`config.mk`:
```
export PLATFORM = sky130hd
export DESIGN_NAME = ascii_number_accumulator
export DESIGN_NICKNAME = d
export VERILOG_FILES = /design/src/rtl/ascii_pkg.sv /design/src/rtl/ascii_digit_classify.sv /design/src/rtl/ascii_number_accumulator.sv
export SDC_FILE = /design/constraint.sdc
export NUM_CORES = 1
export LEC_CHECK = 0
export CORE_UTILIZATION = 40
export CTS_BUF_LIST = sky130_fd_sc_hd__clkbuf_8
export DETAILED_ROUTE_END_ITERATION = 7
export HOLD_SLACK_MARGIN = 0.02
export PLACE_DENSITY_LB_ADDON = 0.08
export SYNTH_ARGS = -nofsm -noshare
export SYNTH_HDL_FRONTEND = slang
export SYNTH_SLANG_ARGS = --single-unit
export TNS_END_PERCENT = 10
```
`constraint.sdc`:
```
create_clock -name clk -period 2.75 [get_ports clk]
set_input_delay 0.275 -clock clk [delete_from_list [all_inputs] [get_ports clk]]
set_output_delay 0.275 -clock clk [all_outputs]
set_load 0.03 [all_outputs]
```
`src/rtl/ascii_pkg.sv`:
```
// rtl/ascii_pkg.sv - ASCII byte constants and FSM state type shared by the number accumulator
package ascii_pkg;

   localparam logic [7:0] ASCII_ZERO = 8'h30;
   localparam logic [7:0] ASCII_NINE = 8'h39;
   localparam logic [7:0] ASCII_CR   = 8'h0D;
   localparam logic [7:0] ASCII_LF   = 8'h0A;
   localparam logic [7:0] ASCII_SP   = 8'h20;

   typedef enum logic [1:0] {
      IDLE    = 2'd0,
      ACCUM   = 2'd1,
      DISCARD = 2'd2
   } acc_state_e;

endpackage

```
`src/rtl/ascii_digit_classify.sv`:
```
// rtl/ascii_digit_classify.sv - combinational byte classifier: decimal digit, terminator or illegal
module ascii_digit_classify
   import ascii_pkg::*;
(
   input  logic [7:0] rx_data,
   output logic [3:0] digit,
   output logic       is_digit,
   output logic       is_term
);

   assign digit    = rx_data[3:0];
   assign is_digit = (rx_data >= ASCII_ZERO) && (rx_data <= ASCII_NINE);
   assign is_term  = (rx_data == ASCII_CR) || (rx_data == ASCII_LF) || (rx_data == ASCII_SP);

endmodule

```
`src/rtl/ascii_number_accumulator.sv`:
```
// rtl/ascii_number_accumulator.sv - assembles an MSD-first ASCII decimal number into a binary value
module ascii_number_accumulator
   import ascii_pkg::*;
#(
   parameter int MAX_DIGITS = 5,
   parameter int OUT_W      = 20
)
(
   input  logic             clk,
   input  logic             reset,
   input  logic [7:0]       rx_data,
   input  logic             rx_valid,
   output logic [OUT_W-1:0] value,
   output logic             value_valid,
   output logic             error,
   output logic             busy,
   output logic [2:0]       digit_count
);

   acc_state_e       state_q, state_d;
   logic [OUT_W-1:0] acc_q, acc_d;
   logic [OUT_W-1:0] value_q, value_d;
   logic [2:0]       count_q, count_d;
   logic             vv_q, vv_d;
   logic             err_q, err_d;

   logic [3:0]       digit;
   logic             is_digit;
   logic             is_term;
   logic [OUT_W-1:0] digit_ext;
   logic [OUT_W-1:0] acc_next;

   ascii_digit_classify u_classify (
      .rx_data  (rx_data),
      .digit    (digit),
      .is_digit (is_digit),
      .is_term  (is_term)
   );

   // acc*10 + digit as two shifts and adds, truncated to OUT_W
   assign digit_ext = {{(OUT_W-4){1'b0}}, digit};
   assign acc_next  = (acc_q << 3) + (acc_q << 1) + digit_ext;

   always_comb begin
      state_d = state_q;
      acc_d   = acc_q;
      value_d = value_q;
      count_d = count_q;
      vv_d    = 1'b0;
      err_d   = 1'b0;
      if (rx_valid) begin
         unique case (state_q)
            IDLE: begin
               if (is_digit) begin
                  acc_d   = digit_ext;
                  count_d = 3'd1;
                  state_d = ACCUM;
               end else if (!is_term) begin
                  state_d = DISCARD;
               end
            end
            ACCUM: begin
               if (is_digit) begin
                  if (count_q == 3'(MAX_DIGITS)) begin
                     state_d = DISCARD;
                  end else begin
                     acc_d   = acc_next;
                     count_d = count_q + 3'd1;
                  end
               end else if (is_term) begin
                  value_d = acc_q;
                  vv_d    = 1'b1;
                  acc_d   = '0;
                  count_d = 3'd0;
                  state_d = IDLE;
               end else begin
                  state_d = DISCARD;
               end
            end
            DISCARD: begin
               if (is_term) begin
                  err_d   = 1'b1;
                  acc_d   = '0;
                  count_d = 3'd0;
                  state_d = IDLE;
               end
            end
            default: state_d = IDLE;
         endcase
      end
   end

   always_ff @(posedge clk) begin
      if (reset) begin
         state_q <= IDLE;
         acc_q   <= '0;
         value_q <= '0;
         count_q <= 3'd0;
         vv_q    <= 1'b0;
         err_q   <= 1'b0;
      end else begin
         state_q <= state_d;
         acc_q   <= acc_d;
         value_q <= value_d;
         count_q <= count_d;
         vv_q    <= vv_d;
         err_q   <= err_d;
      end
   end

   assign value       = value_q;
   assign value_valid = vv_q;
   assign error       = err_q;
   assign busy        = (state_q != IDLE);
   assign digit_count = count_q;

endmodule

```
==> results of run 1 <==
==> cell usage after synthesis (3+ instances only) <==
cell	n
a2111oi_0	3
a22o_1	12
inv_1	17
dfxtp_1	47
o211ai_1	3
nand4_1	3
nand2_1	13
o21ai_1	3
o21ai_0	16
xnor2_1	9
a221oi_1	4
a21o_1	8
a21oi_1	23
nand2b_1	3
nor4_1	3
nor2_1	33
clkbuf_1	8
ha_1	40
a211oi_1	6
nand3_1	5
mux2i_1	21
nor3_1	7
xor2_1	5
==> power groups by stage <==
stage                     Combinational [mW]  Clock, mW  Sequential, mW
after floorplan                        0.100          0           0.712
after global placement                 0.191          0           0.711
after detailed placement               0.192          0           0.711
after CTS                              0.195      0.407           0.695
after global routing                   0.217      0.436           0.696
final                                  0.195      0.385           0.694
==> timing repair <==
action                     4_1_cts  5_1_grt
hold endpoints to repair         0        0
setup buffers                    1        0
gates resized for setup          4        4
pin swaps                        7        5
setup endpoints to repair        7       12
==> layout make-up <==
cell class,count,area (µm²),share of cell area
clock buffer,5,68.8,0.0175
tap,99,124,0.0315
sequential,47,943,0.240
clock inverter,1,3.75,0.000955
multi-input combinational,262,2050,0.523
timing repair buffer,71,672,0.171
inverter,17,63.8,0.0162
==> critical path, cell delays in order <==
cell and delay, ps:
clkdlybuf4s50_1 450, ha_1 310, ha_2 200, fa_2 400
a211oi_2 180, o21bai_1 100, o31a_1 290, o211a_1 220
or3_1 300, a32o_1 220
==> registers in the layout, summed over array words and instances (netlist names) <==
register / count
error: 1
state_q: 2
value: 20
digit_count: 3
value_valid: 1
acc_q: 20
==> path summary, 6_finish.rpt <==
check                                       startpoint  cells past startpoint  slack, ps                     end
worst max-delay path                        rx_data[2]                     10        -10  acc_q[14]$_SDFFE_PP0P_
worst min-delay path            value[19]$_SDFFE_PP0P_                      2        500  value[19]$_SDFFE_PP0P_
worst max register to register   acc_q[2]$_SDFFE_PP0P_                     10        -10  acc_q[14]$_SDFFE_PP0P_
worst min register to register  value[19]$_SDFFE_PP0P_                      2        500  value[19]$_SDFFE_PP0P_
==> metrics by stage <==
step,util,cells,power (mW)
floorplan,-,340,0.813
global placement,0.521,495,0.902
detailed placement,0.521,495,0.903
CTS,0.532,502,1.30
global route,0.533,502,1.35
finish,0.533,502,1.27
==> cells in the final DEF, fill, tap and decap left out, drive strengths merged, types with 13 or more instances in the layout <==
master	count
a21oi	23
buf	35
clkdlybuf4s50	35
dfxtp	47
ha	40
inv	18
mux2i	21
nand2	13
nor2	33
o21ai	19
==> metal layers <==
| layer | vias up | share of wire | GRT usage |
|---|---|---|---|
| met5 | - | 0 | 0 |
| met4 | 0 | 0.0099 | 0.0470 |
| met3 | 5 | 0.024 | 0.0305 |
| met2 | 28 | 0.46 | 0.309 |
| met1 | 1290 | 0.51 | 0.271 |
| li1 | 1400 | - | - |
==> logic make-up after synthesis <==
family | after synthesis
simple gates | 84
flops | 47
buf+inv | 31
compound gates | 101
fa+ha+maj | 42
mux | 21
xor+xnor | 14
==> run_results.csv, run 1 <==
group,metric,value,unit
sta,slew_headroom,0.699,
synth,synthCells,340,
floorplan,die_h,90.2,µm
placement,io_buffers,36,
worst_setup_path,crit_required,2940,ps
sta,min_period,2760,ps
final_layout,n_antenna_cell,0,
synth,yosys.area_share.adder,0.174,
floorplan,ioPinCount,37,
synth,synthDistinctLibCells,57,
sta,tightest_slew,449,ps
sta,holdWs,496,ps
synth,yosys.area_share.simple,0.136,
pwr,p_seq_frac,0.545,
global_route,first_global_vias,2709,
sta,fin_crit_sh,1.00,
sta,finalWorstSetupSlack,-12.9,ps
routing,wl_per_cell,14.7,µm
synth,ys_warn_count,0,
routing,drtAntennaViolNets,0,
pwr,clkPwrFrac,0.302,
cts,cts_max_level,2,
synth,async_flop_share,0,
final_layout,fill_cells,720,
sta,tns,-12.9,ps
routing,wl,7370,µm
worst_setup_path,cp_max_fo,2,
synth,synth_top_area_cell,"dfxtp_1",
placement,routabilityCongestion,0.830,
cts,cts_buffer_depth,2,
sta,fin_skew,6.38,ps
routing,num_vias,2723,
cts,clock-root-buffer,"clkbuf_8",
pwr,p_sw,0.334,mW
cts,cts_hold_buf,0,
synth,synth_top_cell_area_share,0.302,
run_status,status,"finished with violations",
synth,synth-seq-cells,47,
pwr,max-vdd-ir-drop,0.000168,V
pwr,power_density,324,nW/µm²
sta,setup_violations,1,
floorplan,initial_core_util,0.422,
synth,synthMuxAreaShare,0.0676,
job,maxCapViolations,0,
pwr,intPower,0.941,mW
routing,first_pass_iters,4,
synth,syn-cell-area,3110,µm²
worst_hold_path,hold_path_class,"register to register",
global_route,grt_max_degree,32,
pwr,leakage,1.71,nW
floorplan,core,7370,µm²
global_route,antenna_found_initial,0,
final_layout,final_cell_area,3930,µm²
synth,synth.avg_cell_area,9.15,µm²
synth,synth_edf_count,0,
synth,yosysSeqAreaShare,0.302,
cts,clock-sinks,47,
synth,synth_top_family_by_area,"compound AO/OA/AOI/OAI gates",
routing,drtIter0Drc,127,
sta,rsz0062_at_grt,"yes",
floorplan,rows,31,
final_layout,drive_gt1_frac,0.139,
worst_setup_path,crit_type,"input port to register",
pwr,pwr-share-comb,0.153,
routing,routed_via_density,5.42,
worst_setup_path,crit_arrival,2960,ps
final_layout,area_growth_syn_to_layout,26.3,%
worst_setup_path,worstSetupEndpointType,"register",
synth,synth-xor-area-share,0.0394,
global_route,grt-ovfl-total,0,
cts,cts_buffers,5,
synth,synth_flop_cell,"dfxtp_1",
placement,hpwl,5660,µm
pwr,swShare,0.262,
cts,cts_tree,"built",
floorplan,fp.dieW,90.2,µm
cts,path_clk_slew,80,ps
sta,fmax,362,MHz
worst_setup_path,startpoint_type,"input port",
sta,final-hold-violation-count,0,
floorplan,die-area,8140,µm²
global_route,grt_pass1_wl,12900,µm
sta,slew_viol_final,0,
synth,syn_nets,393,
synth,yosys-top-cells-area,"dfxtp_1 30%, ha_1 16%, mux2i_1 6.8%",
global_route,grt_usage,0.194,
final_layout,nNetsFinal,457,
routing,drcViolationCount,0,
placement,dp_slack,-514,ps
placement,placed_area,3840,µm²
synth,synth_compound_area_frac,0.234,
run_status,violations,"negative setup slack",
cts,clkLatencyLatePin,300,ps
Power figures use the tool's default switching activity.
==> run 2, diff against run 1 <==
CORE_UTILIZATION = 53   (was 40)
HOLD_SLACK_MARGIN = 0.12   (was 0.02)
==> run_results.csv, run 2 (synthesized netlist as in run 1, its figures left out) <==
group,metric,value,unit
final_layout,postLayoutCoreUtil,0.696,
floorplan,die-area,6180,µm²
worst_setup_path,crit_required,2960,ps
pwr,max-vdd-ir-drop,0.000188,V
sta,setup_violations,0,
final_layout,area_growth_syn_to_layout,24.6,%
final_layout,n_antenna_cell,0,
sta,holdWs,497,ps
sta,min_period,2750,ps
final_layout,mostFrequentLayoutCells,"45 x dfxtp_1, 39 x ha_1, 35 x buf_4",
sta,slew_headroom,0.666,
routing,first_pass_iters,4,
worst_setup_path,cp_max_fo,2,
floorplan,ioPinCount,37,
global_route,grt_max_degree,34,
cts,cts_buffers,5,
floorplan,die_h,78.6,µm
cts,cts_hold_buf,0,
sta,final-hold-violation-count,0,
worst_setup_path,crit_type,"register to register",
placement,routabilityCongestion,0.849,
worst_setup_path,startpoint_type,"register",
sta,tightest_slew,498,ps
pwr,total_power,1.31,mW
routing,drtAntennaViolNets,0,
final_layout,final_cell_area,3880,µm²
pwr,power_density,338,nW/µm²
global_route,grt-ovfl-total,0,
pwr,leakage,1.70,nW
routing,drtIter0Drc,156,
worst_setup_path,crit_arrival,2950,ps
worst_hold_path,hp-start,"value[13]$_SDFFE_PP0P_",
sta,fin_crit_sh,0.999,
routing,wl_per_cell,14.8,µm
global_route,first_global_vias,2584,
sta,tns,0,ps
final_layout,fill_cells,482,
placement,io_buffers,36,
floorplan,initial_core_util,0.558,
cts,clock-root-buffer,"clkbuf_8",
final_layout,layout_commonest_cell,"dfxtp_1",
cts,clkLatencyLatePin,310,ps
routing,num_vias,2757,
global_route,grt_pass1_wl,11800,µm
job,maxCapViolations,0,
placement,placed_area,3780,µm²
sta,rsz0062_at_grt,"yes",
global_route,grt_usage,0.239,
worst_hold_path,hold_path_class,"register to register",
placement,hpwl,5320,µm
floorplan,fp.dieW,78.6,µm
run_status,status,"complete, no violations",
worst_hold_path,holdPathStages,2,
final_layout,fin_cells,478,
worst_setup_path,r2r_end,"acc_q[14]$_SDFFE_PP0P_",
worst_hold_path,min_to,"value[13]$_SDFFE_PP0P_",
worst_setup_path,reg2reg_from,"acc_q[0]$_SDFFE_PP0P_",
placement,placedCellCount,470,
cts,cts_buffer_depth,2,
routing,wl,7080,µm
sta,fmax,364,MHz
cts,clock-sinks,47,
final_layout,nNetsFinal,458,
floorplan,core,5570,µm²
sta,slew_viol_final,0,
cts,cts_tree,"built",
final_layout,drive_gt1_frac,0.148,
worst_setup_path,r2r_setup_slack,3,ps
worst_setup_path,r2r_cells,10,
placement,dp_slack,-514,ps
routing,drcViolationCount,0,
global_route,antenna_found_initial,0,
floorplan,rows,27,
cts,path_clk_slew,90,ps
cts,post-cts-setup-buffer-count,0,
sta,finalWorstSetupSlack,3.25,ps
worst_setup_path,worstSetupEndpointType,"register",
cts,cts_max_level,2,
sta,fin_skew,8.56,ps
routing,routed_via_density,5.77,
run 2: cell types whose count changed in the layout (fill, tap and decap cells not counted), sizes merged:
cell / delta
clkinv: +3
buf: +1
clkdlybuf4s50: -1
dlygate4sd2: +1
inv: -1
run 2: where the power goes:
part	switching, mW	leakage, nW	internal [mW]	total (mW)
Clock	0.244	0.0477	0.175	0.419
Sequential	0.00697	0.380	0.688	0.695
Combinational	0.109	1.28	0.0872	0.196
run 2: area by class of cell:
cell class | instances | area [µm²] | area share
sequential | 47 | 943 | 0.243
clock buffer | 5 | 68.8 | 0.0177
clock inverter | 3 | 15.0 | 0.00387
multi-input combinational | 262 | 2060 | 0.530
tap | 72 | 90.1 | 0.0232
timing repair buffer | 72 | 641 | 0.165
inverter | 17 | 63.8 | 0.0165
run 2: worst max path at each step:
stage / cells past startpoint / endpoint / slack (ps) / start
after global placement: 11 / acc_q[14]$_SDFFE_PP0P_ / -480 / rx_data[3]
after detailed placement: 11 / acc_q[14]$_SDFFE_PP0P_ / -510 / rx_data[3]
after global routing: 10 / acc_q[14]$_SDFFE_PP0P_ / -120 / acc_q[0]$_SDFFE_PP0P_
final: 10 / acc_q[14]$_SDFFE_PP0P_ / 3 / acc_q[0]$_SDFFE_PP0P_
after CTS: 10 / acc_q[14]$_SDFFE_PP0P_ / -40 / acc_q[0]$_SDFFE_PP0P_
after floorplan: 10 / acc_q[14]$_SDFFE_PP0P_ / 20 / acc_q[0]$_SDFFE_PP0P_
run 2: timing repair:
| item | in CTS | in global routing |
|---|---|---|
| cloned | 0 | 0 |
| gates resized for setup | 6 | 4 |
| hold endpoints to repair | 0 | 0 |
| pin swaps | 7 | 5 |
| setup endpoints to repair | 4 | 5 |
run 2: routing by layer:
layer  wire length, µm  share of wire  up-vias  global-route usage
met4                59         0.0083        0              0.0685
li1                  -              -     1397                   -
met5                 0              0        -                   0
met2              3320           0.47       47               0.393
met3               269          0.038        6              0.0430
met1              3440           0.49     1307               0.318
run 2: critical path, stage by stage, from the launching register on:
cell and delay (ps):
dfxtp_2 340, inv_2 40, fa_1 540, inv_2 50, fa_2 360, a211oi_2 180
o21bai_1 120, o31a_1 280, o211a_1 220, or3_1 300, a32o_1 220
==> run 3, diff against run 2 <==
CORE_UTILIZATION = 51   (was 53)
CTS_BUF_LIST = not set   (was sky130_fd_sc_hd__clkbuf_8)
REMOVE_ABC_BUFFERS = 1   (was not set)
SKIP_CTS_REPAIR_TIMING = 1   (was not set)
==> run_results.csv, run 3 (synthesized netlist as in run 1, its figures left out) <==
group,metric,value,unit
worst_hold_path,hold_path_class,"register to register",
sta,fin_crit_sh,1.01,
routing,wl,7260,µm
placement,placed_area,3750,µm²
floorplan,initial_core_util,0.529,
floorplan,core,5890,µm²
final_layout,drive_gt1_frac,0.146,
sta,fin_skew,5.73,ps
pwr,power_density,380,nW/µm²
cts,cts_tree,"built",
floorplan,die_h,80.1,µm
floorplan,fp.dieW,80.1,µm
cts,clock-root-buffer,"clkbuf_8",
pwr,max-vdd-ir-drop,0.000253,V
final_layout,layout_commonest_cell,"dfxtp_1",
worst_setup_path,startpoint_type,"input port",
routing,wl_per_cell,15.1,µm
worst_setup_path,critical-path-top-delay-family,"compound AO/OA/AOI/OAI gates",
final_layout,n_antenna_cell,0,
worst_setup_path,crit_chain,"clkdlybuf4s50_1 -> ha_1 -> ha_2 -> fa_2 -> a211oi_2 -> o21bai_1 -> o31a_1 -> o211a_1 -> or3_1 -> a32o_1",
sta,slew_viol_final,0,
worst_setup_path,crit_type,"input port to register",
placement,io_buffers,36,
worst_hold_path,holdPathStages,2,
cts,cts_max_level,2,
pwr,total_power,1.50,mW
pwr,clkPwrFrac,0.403,
final_layout,area_growth_syn_to_layout,27.2,%
global_route,first_global_vias,2654,
routing,drtIter0Drc,79,
final_layout,fin_cells,480,
routing,drtAntennaViolNets,0,
pwr,intPower,1.14,mW
pwr,pwr-share-comb,0.135,
run_status,status,"finished with violations",
sta,finalWorstSetupSlack,-36.3,ps
sta,tightest_slew,519,ps
floorplan,rows,28,
worst_setup_path,cp_max_fo,2,
pwr,swShare,0.239,
floorplan,die-area,6420,µm²
routing,first_pass_iters,6,
sta,fmax,359,MHz
worst_setup_path,crit_slowest_cell,"clkdlybuf4s50_1",
cts,clock-sinks,47,
cts,cts_buffer_depth,2,
placement,routabilityCongestion,0.902,
worst_setup_path,path_depth,10,
pwr,leakage,1.73,nW
worst_setup_path,cpPeakStageDelay,450,ps
global_route,grt_usage,0.237,
sta,min_period,2790,ps
routing,drcViolationCount,0,
final_layout,fill_cells,515,
global_route,grt_pass1_wl,12000,µm
sta,final-hold-violation-count,0,
sta,tns,-36.3,ps
sta,slew_headroom,0.652,
run_status,violations,"negative setup slack",
final_layout,nNetsFinal,457,
placement,hpwl,5320,µm
routing,num_vias,2809,
final_layout,mostFrequentLayoutCells,"45 x dfxtp_1, 38 x ha_1, 35 x clkdlybuf4s50_1",
sta,rsz0062_at_grt,"yes",
global_route,antenna_found_initial,0,
pwr,p_sw,0.359,mW
cts,cts_buffers,5,
final_layout,postLayoutCoreUtil,0.672,
floorplan,ioPinCount,37,
sta,holdWs,499,ps
worst_setup_path,r2r_cells,10,
placement,placedCellCount,470,
worst_setup_path,worstSetupEndpointType,"register",
global_route,grt_max_degree,34,
routing,routed_via_density,5.85,
pwr,p_seq_frac,0.462,
placement,dp_slack,-723,ps
cts,path_clk_slew,90,ps
cts,clkLatencyLatePin,300,ps
sta,setup_violations,1,
global_route,grt-ovfl-total,0,
job,maxCapViolations,0,
final_layout,final_cell_area,3960,µm²
worst_setup_path,path_buf_inv,1,
worst_setup_path,crit_arrival,2980,ps
worst_setup_path,crit_required,2950,ps
-- run 3: final cells by class --
| cell class | count | area (µm²) | share of cell area |
|---|---|---|---|
| Multi-Input combinational cell | 262 | 2090 | 0.527 |
| Sequential cell | 47 | 943 | 0.238 |
| Timing Repair Buffer | 71 | 638 | 0.161 |
| Tap cell | 75 | 93.8 | 0.0237 |
| Clock buffer | 6 | 72.6 | 0.0183 |
| Inverter | 17 | 63.8 | 0.0161 |
| Clock inverter | 2 | 60.1 | 0.0152 |
-- run 3: worst reg2reg max path: stages (launching register included) --
cell	delay [ps]
dfxtp_2	340
inv_2	40
fa_1	530
inv_2	60
fa_2	350
a211oi_2	190
o21bai_1	110
o31a_1	290
o211a_1	220
or3_1	310
a32o_1	220
-- run 3: final timing paths --
kind	from	to	slack, ps
max	rx_data[2]	acc_q[14]$_SDFFE_PP0P_	-40
max reg2reg	acc_q[2]$_SDFFE_PP0P_	acc_q[14]$_SDFFE_PP0P_	-10
min reg2reg	value[15]$_SDFFE_PP0P_	value[15]$_SDFFE_PP0P_	500
min	value[15]$_SDFFE_PP0P_	value[15]$_SDFFE_PP0P_	500
-- run 3: power groups by stage --
stage / Combinational, mW / Clock (mW) / Sequential (mW)
4_1_cts: 0.194 / 0.613 / 0.694
3_5_place_dp: 0.193 / 0 / 0.710
5_1_grt: 0.224 / 0.639 / 0.696
3_3_place_gp: 0.188 / 0 / 0.710
2_1_floorplan: 0.0918 / 0 / 0.712
6_report: 0.204 / 0.605 / 0.694
-- run 3: metal layers --
layer,share of wire,vias up,global-route usage
met2,0.49,64,0.423
li1,-,1402,-
met5,0,-,0
met1,0.47,1334,0.298
met3,0.032,9,0.0284
met4,0.011,0,0.0679
